--- src/rtl/warp_issue_sched.sv ---
// rtl/warp_issue_sched.sv - per-cycle warp issue scheduler, round-robin with long-latency unit reservation
// Optional WS_GTO_EN selects greedy-then-oldest arbitration instead of round-robin.
module warp_issue_sched #(
  parameter int NUM_WARPS = 8,
  parameter int WID_W     = 3,
  parameter int LONG_LAT  = 4
) (
  input  logic                 clk,
  input  logic                 rst,
  input  logic [NUM_WARPS-1:0] ActiveWarp_TM_WS,
  input  logic [NUM_WARPS-1:0] Ready_IB_WS,
  input  logic [NUM_WARPS-1:0] NoHazard_SB_WS,
  input  logic [NUM_WARPS-1:0] Stall_SIMT_WS,
  input  logic [NUM_WARPS-1:0] LongOp_IB_WS,
  input  logic                 Stall_EX_WS,
  output logic [NUM_WARPS-1:0] Issue_WS_IB,
  output logic                 Valid_WS_RF,
  output logic [WID_W-1:0]     WarpID_WS_RF,
  output logic                 LongBusy_WS
);

  localparam int LCNT_W = $clog2(LONG_LAT) + 1;

  logic [WID_W-1:0]     last_q;
  logic [LCNT_W-1:0]    lcnt_q;
  logic [NUM_WARPS-1:0] elig;
  logic                 gnt_valid;
  logic [WID_W-1:0]     gnt_id;

  assign LongBusy_WS = (lcnt_q != '0);

  always_comb begin
    elig = ActiveWarp_TM_WS & Ready_IB_WS & NoHazard_SB_WS & ~Stall_SIMT_WS &
           ~(LongOp_IB_WS & {NUM_WARPS{LongBusy_WS}});
    if (Stall_EX_WS || rst) elig = '0;
  end

  // Candidates are visited from lowest to highest priority so the last hit wins.
  always_comb begin
    logic [WID_W-1:0] idx;
    gnt_valid = 1'b0;
    gnt_id    = '0;
    idx       = '0;
`ifdef WS_GTO_EN
    if (elig[last_q]) begin
      gnt_valid = 1'b1;
      gnt_id    = last_q;
    end else begin
      for (int i = NUM_WARPS - 1; i >= 0; i--) begin
        idx = WID_W'(i);
        if (elig[idx]) begin
          gnt_valid = 1'b1;
          gnt_id    = idx;
        end
      end
    end
`else
    for (int k = NUM_WARPS; k >= 1; k--) begin
      idx = WID_W'((int'(last_q) + k) % NUM_WARPS);
      if (elig[idx]) begin
        gnt_valid = 1'b1;
        gnt_id    = idx;
      end
    end
`endif
  end

  assign Issue_WS_IB = gnt_valid ? (NUM_WARPS'(1) << gnt_id) : '0;

  always_ff @(posedge clk or posedge rst) begin
    if (rst) begin
      last_q       <= WID_W'(NUM_WARPS - 1);
      lcnt_q       <= '0;
      Valid_WS_RF  <= 1'b0;
      WarpID_WS_RF <= '0;
    end else begin
      Valid_WS_RF <= gnt_valid;
      if (gnt_valid) begin
        last_q       <= gnt_id;
        WarpID_WS_RF <= gnt_id;
      end
      if (gnt_valid && LongOp_IB_WS[gnt_id]) lcnt_q <= LCNT_W'(LONG_LAT - 1);
      else if (lcnt_q != '0)                 lcnt_q <= lcnt_q - LCNT_W'(1);
    end
  end

endmodule

--- config.mk ---
export PLATFORM = sky130hd
export DESIGN_NAME = warp_issue_sched
export DESIGN_NICKNAME = d
export VERILOG_FILES = /design/src/rtl/warp_issue_sched.sv
export SDC_FILE = /design/constraint.sdc
export NUM_CORES = 1
export LEC_CHECK = 0
export BUFFER_PORTS_ARGS = -buffer_cell sky130_fd_sc_hd__buf_2
export CORE_UTILIZATION = 43
export CTS_CLUSTER_SIZE = 30
export DETAILED_ROUTE_END_ITERATION = 7
export GPL_TIMING_DRIVEN = 0
export PLACE_DENSITY = 0.7
export SKIP_CTS_REPAIR_TIMING = 1
export SYNTH_ARGS = -nofsm -noshare
export SYNTH_HDL_FRONTEND = slang
export SYNTH_SLANG_ARGS = --single-unit
--- constraint.sdc ---
create_clock -name clk -period 5.25 [get_ports clk]
set_clock_uncertainty 0.2 [all_clocks]
set_input_delay 0.2625 -clock clk [delete_from_list [all_inputs] [get_ports clk]]
set_output_delay 0.2625 -clock clk [all_outputs]
set_load 0.01 [all_outputs]
==> summary.log <==
qor: logic_synthesis.synth-simple-area-share 0.287
qor: clock_network.clock_insertion_delay_worst_skew 0.23 ns
qor: global_route.use_met3 0.0191
qor: power_and_ir_drop.power.ir.vdd_worst 0.000312 V
qor: worst_setup_path.worst-endpoint-required 4.79 ns
qor: placed_design.port_buffers 55
qor: global_route.grt_first_pass_wirelength 9180 microns
qor: logic_synthesis.yosys.area_share.adder 0.0288
qor: worst_setup_path.crit_arrival 4.38 ns
qor: floorplanning.floorplan.core_area 0.00377 sq mm
qor: timing.worst_pin_slew 0.952 ns
qor: worst_setup_path.cp_max_fo 10
qor: power_and_ir_drop.p_leak 0.853 nW
qor: global_route.grt_use_met1 0.372
qor: logic_synthesis.yosys.area_share.xor_xnor 0.0252
qor: logic_synthesis.syn_nets 279
qor: timing.hold_slack 0.292 ns
qor: placed_design.gp_routability_congestion 0.947
qor: clock_network.cts.clk_slew.worst_paths 0.04 ns
qor: worst_setup_path.criticalPathCategory reg2out
qor: worst_setup_path.crit_slowest_cell sky130_fd_sc_hd__a311oi_1
qor: floorplanning.top_level_ports 56
qor: global_route.global_route.overflow_total 0
qor: timing.fmax 207 MHz
qor: drt.wl_per_cell 16.5 microns
qor: hold_path.hold_path.class reg2reg
qor: global_route.grt_max_degree 11
qor: finish.fillCellCount 357
qor: timing.layout_worst_path_cycle_share 0.922
qor: logic_synthesis.synth-main-ff-cell sky130_fd_sc_hd__dfrtp_1
qor: floorplanning.placementRows 22
qor: hold_path.timing.hold.worst_path_depth 1
qor: clock_network.clockRootBuffer sky130_fd_sc_hd__clkbuf_8
qor: clock_network.cts.htree.levels 1
qor: global_route.vias_in_the_first_global_route 2008
qor: logic_synthesis.postSynthAreaPerCell 7.50 sq um
qor: logic_synthesis.postSynthCellCount 232
qor: timing.totalNegativeSetupSlack 0 ns
qor: drt.ant_nets 0
qor: worst_setup_path.critPathMaxStageDelay 0.84 ns
qor: placed_design.place_worst_setup_slack 0.776 ns
qor: worst_setup_path.worstPathCellList buf_2 -> inv_1 -> ha_1 -> clkbuf_1 -> nand2_1 -> o22ai_1 -> nor2_1 -> a311oi_1 -> nand2_1 -> nand2_1 -> mux2_2 -> nor3_1 -> buf_2
qor: floorplanning.die_width 65.6 microns
qor: worst_setup_path.worstRegToRegCells 12
qor: floorplanning.die_h 65.6 microns
qor: floorplanning.initial_utilization 0.462
qor: timing.postLayoutSetupSlackWorst 0.409 ns
qor: drt.drt-initial-drc-count 200
qor: worst_setup_path.crit_path_frequent_cell sky130_fd_sc_hd__nand2_1
qor: worst_setup_path.critPathCaptureType output port
qor: logic_synthesis.ys.warnings.count 0
qor: finish.area_growth_syn_to_layout 22.4%
qor: logic_synthesis.synth_top_family_by_area compound AO/OA/AOI/OAI gates
qor: clock_network.cts.sinks 10
qor: finish.final_layout_size_suffix_gt1_frac 0.298
qor: logic_synthesis.compound_cell_area_share_of_the_yosys_netlist 0.373
qor: clock_network.cts_tree built
qor: global_route.global_route.usage.met2 0.441
qor: logic_synthesis.synth_edf_count 0
qor: clock_network.cts_inserted_buffers 3
qor: global_route.busiest_layer met2
qor: power_and_ir_drop.pwr_density_cell 517 mW/mm^2
qor: worst_setup_path.path_depth 13
qor: drt.dr_total_vias 2163
qor: timing.maxSlewViolCount 0
qor: floorplanning.die_area 0.00431 sq mm
qor: logic_synthesis.yosysUniqueCellTypes 63
qor: logic_synthesis.synth_sequential_area_ratio 0.146
qor: timing.grt_setup_unrepaired false
qor: drt.detailedRoute.firstPassIterationCount 6
qor: drt.remaining_drc_errors 0
qor: global_route.grt_antenna_before_repair 0
qor: finish.final-instance-count-excl-fill 340
qor: finish.antennaDiodeCount 0
qor: placed_design.number_of_placed_instances_with_taps_included 335
qor: worst_setup_path.path_delay_family compound AO/OA/AOI/OAI gates
qor: global_route.track_usage 0.271
qor: timing.timing.slew.headroom 0.361
qor: job.max_cap_violations 0
qor: finish.nets 340
qor: worst_setup_path.startpoint_type register
qor: drt.ratio_of_routed_vias_to_standard_cells 6.36
qor: timing.finish_stage_setup_viols 0
qor: logic_synthesis.post_synth_mux_area_share 0.0740
qor: placed_design.place.detailed.hpwl 4480 microns
qor: timing.fin_crit 4.84 ns
qor: clock_network.maximum_clock_path_buffer_count 2
qor: outcome.status finished, final reports clean
qor: logic_synthesis.synthArstFlopShare 1.00
qor: drt.routed_wl 5620 microns
qor: worst_setup_path.critical_path_buf_inv_count 4
qor: logic_synthesis.synth-seq-cells 10
qor: timing.timing.final.hold_violations 0
qor: logic_synthesis.netlist_area 0.00174 sq mm
[area by class of cell]
cell class	instances	area (sq um)	area share
timing repair buffer	56	285	0.134
clock buffer	4	45.0	0.0211
multi-input combinational	196	1370	0.644
tap	48	60.1	0.0282
sequential	10	254	0.119
buffer	12	62.6	0.0294
inverter	14	52.6	0.0247
[cell usage after synthesis, drive strengths merged, types with 5 or more instances]
| library cell | instances | share of area |
|---|---|---|
| o21a | 5 | 0.022 |
| a21oi | 12 | 0.035 |
| dfrtp | 7 | 0.10 |
| nand2 | 17 | 0.037 |
| o22ai | 7 | 0.025 |
| mux2 | 5 | 0.032 |
| buf | 5 | 0.021 |
| nor2 | 16 | 0.036 |
| inv | 13 | 0.028 |
| clkbuf | 7 | 0.015 |
| nor3 | 21 | 0.066 |
| nand4b | 9 | 0.045 |
| nand3 | 5 | 0.014 |
| mux2i | 5 | 0.029 |
| o21ai | 14 | 0.040 |
| nand2b | 5 | 0.019 |
| a211oi | 13 | 0.075 |
[registers in the layout (all words and copies together) (netlist names)]
| register | flops |
|---|---|
| WarpID_WS_RF | 3 |
| lcnt_q | 3 |
| last_q | 3 |
| Valid_WS_RF | 1 |
[cell families (layout without fill, tap and decap cells)]
group / count (synthesis) / in the layout
DFF: 10 / 10
muxes: 11 / 11
buffers and inverters: 26 / 86
xor gates and xnor gates: 5 / 5
AOI/OAI and AO/OA: 86 / 86
and+or+nand+nor: 90 / 90
adders and majority gates: 4 / 4
[path summary, 6_finish.rpt]
kind,start,endpoint,slack [ns]
setup / recovery,last_q[0],Issue_WS_IB[7],0.41
min in group asynchronous,rst,Valid_WS_RF,0.39
max in group asynchronous,rst,last_q[1],4.16
hold / removal,WarpID_WS_RF[2],WarpID_WS_RF[2],0.29
hold reg to reg,WarpID_WS_RF[2],WarpID_WS_RF[2],0.29
setup reg to reg,last_q[0],lcnt_q[1],1.01
[metrics by stage]
| step | area, sq um | util | total power [mW] |
|---|---|---|---|
| after floorplan | 1740 | - | 0.778 |
| after global placement | 2080 | 0.550 | 0.999 |
| after detailed placement | 2080 | 0.550 | 1.00 |
| after CTS | 2120 | 0.562 | 1.09 |
| after global routing | 2130 | 0.565 | 1.19 |
| final | 2130 | 0.565 | 1.10 |
[worst register-to-register path: stages (launching register included)]
cell and delay, ns:
sky130_fd_sc_hd__dfstp_2 0.54, sky130_fd_sc_hd__buf_2 0.22, sky130_fd_sc_hd__inv_1 0.18, sky130_fd_sc_hd__ha_1 0.36, sky130_fd_sc_hd__clkinv_1 0.22, sky130_fd_sc_hd__a221oi_1 0.43
sky130_fd_sc_hd__o22a_1 0.22, sky130_fd_sc_hd__o221a_1 0.18, sky130_fd_sc_hd__o21ai_1 0.07, sky130_fd_sc_hd__a41oi_1 0.69, sky130_fd_sc_hd__nand2_1 0.37, sky130_fd_sc_hd__a311o_1 0.38
sky130_fd_sc_hd__o2111ai_1 0.10
[layer usage]
metal	vias to the layer above	wire length, microns
met5	-	0
met4	0	107
met3	14	364
li1	1024	-
met1	1024	2560
met2	101	2590
[power by group]
part / internal (mW) / total (mW) / switching [mW]
Combinational: 0.339 / 0.881 / 0.542
Clock: 0.0529 / 0.0798 / 0.0269
Sequential: 0.122 / 0.140 / 0.0180
Total: 0.514 / 1.10 / 0.587
[cell usage in the layout, fill, tap and decap left out, drive strengths merged, types with 4 or more instances in the layout]
cell	n
dfrtp	7
o21ai	14
nor3	21
a211oi	13
ha	4
nor2	16
o22ai	7
mux2i	5
nand2	17
nand2b	5
a21oi	12
inv	13
mux2	5
nand3	5
and2	4
o21a	5
clkbuf	11
buf	60
nand4b	9
Note: power is estimated with default switching activity, not from simulation.
